`src/rtl/cop_pkg.sv`:
```
// cop_pkg: shared constants for the coprocessor responder.
// Function codes, FSM states, cop_op field positions, latencies.
package cop_pkg;

  localparam logic [7:0] FN_ADD  = 8'h00;
  localparam logic [7:0] FN_XOR  = 8'h01;
  localparam logic [7:0] FN_ROTL = 8'h02;
  localparam logic [7:0] FN_MUL  = 8'h03;

  typedef enum logic [1:0] {
    IDLE,
    EXEC,
    DONE
  } state_t;

  localparam int OP_ID_HI = 23;
  localparam int OP_ID_LO = 16;
  localparam int OP_R_HI  = 13;
  localparam int OP_R_LO  = 8;
  localparam int OP_FN_HI = 7;
  localparam int OP_FN_LO = 0;

  localparam int LAT_BASE  = 2;
  localparam int LAT_MUL   = 34;
  localparam int MUL_STEPS = 32;

endpackage

```
`src/rtl/cop_mul32.sv`:
```
// cop_mul32: iterative radix-2 shift-add 32x32 multiplier.
// One step per cycle after i_start; o_done pulses with the product.
module cop_mul32
  import cop_pkg::*;
(
  input  logic        clk,
  input  logic        rst,
  input  logic        i_start,
  input  logic [31:0] i_a,
  input  logic [31:0] i_b,
  output logic        o_done,
  output logic [63:0] o_p
);

  logic [31:0] r_a;
  logic [31:0] r_hi;
  logic [31:0] r_lo;
  logic [4:0]  r_cnt;
  logic        r_busy;
  logic        r_done;
  logic [32:0] w_sum;

  // {r_hi, r_lo} shifts right; r_lo starts as the multiplier
  assign w_sum = {1'b0, r_hi} + (r_lo[0] ? {1'b0, r_a} : 33'd0);

  always_ff @(posedge clk or posedge rst) begin
    if (rst) begin
      r_a    <= '0;
      r_hi   <= '0;
      r_lo   <= '0;
      r_cnt  <= '0;
      r_busy <= 1'b0;
      r_done <= 1'b0;
    end else begin
      r_done <= 1'b0;
      if (i_start) begin
        r_a    <= i_a;
        r_hi   <= '0;
        r_lo   <= i_b;
        r_cnt  <= 5'(MUL_STEPS - 1);
        r_busy <= 1'b1;
      end else if (r_busy) begin
        r_hi <= w_sum[32:1];
        r_lo <= {w_sum[0], r_lo[31:1]};
        if (r_cnt == 5'd0) begin
          r_busy <= 1'b0;
          r_done <= 1'b1;
        end else begin
          r_cnt <= r_cnt - 5'd1;
        end
      end
    end
  end

  assign o_done = r_done;
  assign o_p    = {r_hi, r_lo};

endmodule

```
`src/rtl/cop_responder.sv`:
```
// cop_responder: coprocessor endpoint for the CPU GO/OP bundle.
// Executes ADD/XOR/ROTL/MUL and returns a registered 64-bit result.
module cop_responder
  import cop_pkg::*;
#(
  parameter logic [7:0] COP_ID = 8'h00,
  parameter bit         MUL_EN = 1'b1
) (
  input  logic         clk,
  input  logic         rst,
  input  logic         cop_go,
  input  logic [23:0]  cop_op,
  input  logic [127:0] cop_out,
  output logic         cop_done,
  output logic [63:0]  cop_in,
  output logic         busy,
  output logic         err,
  output logic         ovr
);

  state_t      r_state;
  logic [63:0] r_a;
  logic [63:0] r_b;
  logic [7:0]  r_fn;
  logic [5:0]  r_cnt;
  logic [63:0] r_res;
  logic        r_done;
  logic        r_busy;
  logic        r_err;
  logic        r_ovr;

  logic        w_hit;
  logic        w_mul_start;
  logic        w_mul_done;
  logic [63:0] w_mul_p;
  logic        w_wait_mul;
  logic        w_fin;
  logic        w_legal;
  logic [63:0] w_res;
  logic        w_unused;

  assign w_unused = ^cop_op[15:14];

  assign w_hit = cop_go && (cop_op[OP_ID_HI:OP_ID_LO] == COP_ID);
  assign w_mul_start = MUL_EN && (r_state == IDLE) && w_hit
                    && (cop_op[OP_FN_HI:OP_FN_LO] == FN_MUL);
  assign w_wait_mul = MUL_EN && (r_fn == FN_MUL);
  assign w_fin = w_wait_mul ? w_mul_done : (r_cnt == 6'd0);

  if (MUL_EN) begin : g_mul
    cop_mul32 u_mul (
      .clk     (clk),
      .rst     (rst),
      .i_start (w_mul_start),
      .i_a     (cop_out[31:0]),
      .i_b     (cop_out[95:64]),
      .o_done  (w_mul_done),
      .o_p     (w_mul_p)
    );
  end else begin : g_nomul
    assign w_mul_done = 1'b0;
    assign w_mul_p    = '0;
  end

  // ROTL result is r_a itself: it is rotated in place during EXEC
  always_comb begin
    w_legal = 1'b1;
    w_res   = '0;
    case (r_fn)
      FN_ADD:  w_res = r_a + r_b;
      FN_XOR:  w_res = r_a ^ r_b;
      FN_ROTL: w_res = r_a;
      FN_MUL: begin
        w_res   = w_mul_p;
        w_legal = MUL_EN;
      end
      default: w_legal = 1'b0;
    endcase
  end

  always_ff @(posedge clk or posedge rst) begin
    if (rst) begin
      r_state <= IDLE;
      r_a     <= '0;
      r_b     <= '0;
      r_fn    <= '0;
      r_cnt   <= '0;
      r_res   <= '0;
      r_done  <= 1'b0;
      r_busy  <= 1'b0;
      r_err   <= 1'b0;
      r_ovr   <= 1'b0;
    end else begin
      r_done <= 1'b0;
      r_err  <= 1'b0;
      if (cop_go && (r_state != IDLE))
        r_ovr <= 1'b1;
      case (r_state)
        IDLE: begin
          if (w_hit) begin
            r_a    <= cop_out[63:0];
            r_b    <= cop_out[127:64];
            r_fn   <= cop_op[OP_FN_HI:OP_FN_LO];
            r_cnt  <= (cop_op[OP_FN_HI:OP_FN_LO] == FN_ROTL)
                    ? cop_op[OP_R_HI:OP_R_LO] : 6'd0;
            r_busy <= 1'b1;
            r_state <= EXEC;
          end
        end
        EXEC: begin
          if (w_fin) begin
            r_res   <= w_legal ? w_res : 64'h0;
            r_done  <= 1'b1;
            r_err   <= ~w_legal;
            r_state <= DONE;
          end else if (!w_wait_mul) begin
            r_a   <= {r_a[62:0], r_a[63]};
            r_cnt <= r_cnt - 6'd1;
          end
        end
        DONE: begin
          r_busy  <= 1'b0;
          r_state <= IDLE;
        end
        default: r_state <= IDLE;
      endcase
    end
  end

  assign cop_done = r_done;
  assign cop_in   = r_res;
  assign busy     = r_busy;
  assign err      = r_err;
  assign ovr      = r_ovr;

endmodule
```
`config.mk`:
```
export PLATFORM = sky130hd
export DESIGN_NAME = cop_responder
export DESIGN_NICKNAME = d
export VERILOG_FILES = /design/src/rtl/cop_pkg.sv /design/src/rtl/cop_mul32.sv /design/src/rtl/cop_responder.sv
export SDC_FILE = /design/constraint.sdc
export NUM_CORES = 1
export LEC_CHECK = 0
export ABC_AREA = 1
export BUFFER_PORTS_ARGS = -buffer_cell sky130_fd_sc_hd__clkbuf_2
export CAP_MARGIN = 20
export CORE_MARGIN = 10
export CORE_UTILIZATION = 43
export DETAILED_ROUTE_END_ITERATION = 10
export PLACE_DENSITY_LB_ADDON = 0.2
export SETUP_SLACK_MARGIN = 0.05
export SLEW_MARGIN = 20
export SYNTH_ARGS = -nofsm -noshare
export SYNTH_HDL_FRONTEND = slang
export SYNTH_SLANG_ARGS = --single-unit
```
`constraint.sdc`:
```
create_clock -name clk -period 12.2 [get_ports clk]
set_input_delay 0 -clock clk [delete_from_list [all_inputs] [get_ports clk]]
set_output_delay 0 -clock clk [all_outputs]
set_load 0.05 [all_outputs]
```
==> impl_metrics.csv <==
group,metric,value,unit
die,die_height,247,microns
layout,most-common-layout-cells,"nand2_1, inv_1, dfrtp_1",
synthesis,synthesis.nets,3687,
placed_design,io_buffers,220,
sta,worst_slack,8120,ps
route,wirelength,87.7,mm
clock_network,cts_resized,0,
layout,drive_gt1_share,8.83,%
flow_run,max-cap-violations,0,
critical_path,worstPathMaxFanout,70,
route,route.detailed.drc,0,
sta,min_period,4080,ps
grt,track_usage,28.4,%
power,p_leak,0.0151,uW
power,p_seq_share,35.4,%
clock_network,cts_root_buf,"clkbuf_16",
route,viasPerCell,5.22,
sta,period_share,33.5,%
layout,final_common_cell,"nand2_1",
synthesis,synth_ff_type,"dfrtp_1",
clock_network,clkTransAtPathRegs,60,ps
clock_network,cts_buffers,38,
clock_network,cts.sinks,315,
die,start_util,43.3,%
grt,antenna_found_initial,8,
sta,hold_viol,0,
power,power_frac_clock,37.5,%
route,first_pass_iters,6,
layout,area_delta_synth_final,19.3,%
power,power.density,116,nW/um^2
grt,grt_pass1_wl,132,mm
synthesis,syn_area_per_cell,6.45,sq um
placed_design,hpwl,65.8,mm
sta,tightest_slew,1210,ps
sta,fmaxAchievable,245,MHz
synthesis,postSynth.asyncResetShare,100,%
sta,setup_viol,0,
synthesis,ys_warn_count,0,
critical_path,worstPathRequired,12620,ps
critical_path,worst_setup_path_end_kind,"register",
sta,hold_slack,127,ps
die,core,51200,sq um
sta,slew_violations,0,
route,wl_per_cell,19.7,microns
clock_network,clock_path_buffers,3,
sta,rsz0062_at_grt,"no",
grt,overflow,0,
grt,grt_pass1_vias,22570,
synthesis,synth.distinct_cells,49,
synthesis,syn_area,22100,sq um
clock_network,cts_tree,"yes",
placed_design,place.gp.congestion,1.01,
sta,slew_headroom,18.9,%
route,final_antenna_net_count,0,
critical_path,cp.arrival,4500,ps
power,p_switching,1110,uW
grt,grt_max_degree,121,
critical_path,start_kind,"register",
clock_network,postCtsHoldBufs,144,
layout,multi_input_area,11700,sq um
sta,skew,35.1,ps
hold_path,hold_path_class,"in -> async",
die,dieArea,61000,sq um
layout,fin_cells,4455,
layout,nets,3999,
power,swShare,36.3,%
die,num_rows,83,
clock_network,post_cts_buffers,0,
synthesis,ys_seq_area_share,35.6,%
power,vdd_drop_max,0.0000925,V
die,die_w,247,microns
synthesis,synth_edf_count,0,
layout,fin_util,51.6,%
layout,seq_area,7880,sq um
power,combinationalPowerShare,27.1,%
placed_design,pre_cts_slack,8180,ps
critical_path,worstSetupPathType,"reg -> reg",
route,drt_iter0_drc,2168,
die,ioPinCount,223,
synthesis,syn_inst,3432,
clock_network,insertion_delay,600,ps
placed_design,place_inst,4240,
synthesis,ys_ff_latch,315,
layout,nFillCells,5316,
route,vias,23263,
run_status,status,"complete, no violations",
power,power.internal,1950,uW
clock_network,cts-htree-levels,2,
sta,finalSetupTns,0,ps
[sequential cells by signal, indices dropped and copies added (netlist names), 2 cells and up]
signal / flops
g_mul.u_mul.r_lo: 32
r_cnt: 6
r_b: 64
g_mul.u_mul.r_a: 32
r_state: 2
g_mul.u_mul.r_hi: 32
r_a: 64
r_fn: 8
cop_in: 64
g_mul.u_mul.r_cnt: 5
[kinds of logic after synthesis]
logic type | Yosys count | synth area share [%]
compound gates | 491 | 13.3
xor+xnor | 14 | 0.554
fa+ha+maj | 100 | 5.72
buf+inv | 651 | 11.6
flops | 315 | 35.6
simple gates | 1861 | 33.3
[routing by layer]
layer	global-route usage, %	part of all wire [%]	wire length, microns	vias up
met2	44.1	44	38700	773
met4	8.62	2.8	2490	6
met1	39.1	45	39500	10891
met5	0	0.046	40	-
li1	-	-	-	11470
met3	5.56	7.9	6890	123
[path summary, 6_finish.rpt]
kind | startpoint | end | slack, ps | cells past startpoint
min in group clk | cop_out[127] | r_b[63] | 150 | 4
setup / recovery | r_fn[6] | r_a[43] | 8120 | 11
setup reg to reg | r_fn[6] | r_a[43] | 8120 | 11
hold reg to reg | ovr | ovr | 480 | 1
max in group asynchronous | rst | cop_in[45] | 10470 | 4
hold / removal | rst | busy | 130 | 3
[cell usage after synthesis, types with 8 or more instances]
master	count	area, sq um
a21oi_1	125	626
a221oi_1	25	219
buf_1	10	37.5
buf_2	29	145
buf_6	9	101
clkbuf_1	56	210
dfrtp_1	315	7880
ha_1	98	1230
inv_1	531	1990
nand2_1	1441	5410
nand3_1	147	736
nand4_1	21	131
nor2_1	192	721
nor3_1	28	140
o211ai_1	77	578
o21ai_0	109	546
o21ai_1	68	340
o21bai_1	8	60.1
o221ai_1	14	123
o22ai_1	37	231
or2_2	9	56.3
xor2_1	8	70.1
[through the flow]
step | total power [uW] | area, sq um
floorplan | 1590 | 22100
global placement | 1870 | 23700
detailed placement | 1870 | 23700
CTS | 3050 | 26400
global route | 3190 | 26400
finish | 3050 | 26400
[critical path, stage by stage, from the launching register on]
cell      delay [ps]
dfrtp_1          380
nor2_1           140
nand2_1          140
clkinv_1         140
nand4_4          640
inv_2           1000
o21ai_1          140
o21ai_2          160
inv_4            300
buf_4            460
o211ai_1         190
o21ai_1          120
[final cells by class]
class	instances	share of cell area, %
inverter	541	7.73
timing repair buffer	382	10.1
multi-input combinational	2466	44.4
antenna	2	0.0189
clock buffer	49	3.95
tap	680	3.22
sequential	315	29.8
clock inverter	20	0.748
[power groups by stage]
stage                     Clock (uW)  Sequential [uW]  Combinational (uW)
final                           1140             1080                 828
after global routing            1200             1080                 912
after CTS                       1160             1080                 812
after detailed placement           0             1100                 772
after global placement             0             1100                 773
after floorplan                    0             1110                 478
No activity file was read; power rests on OpenSTA's default activity.
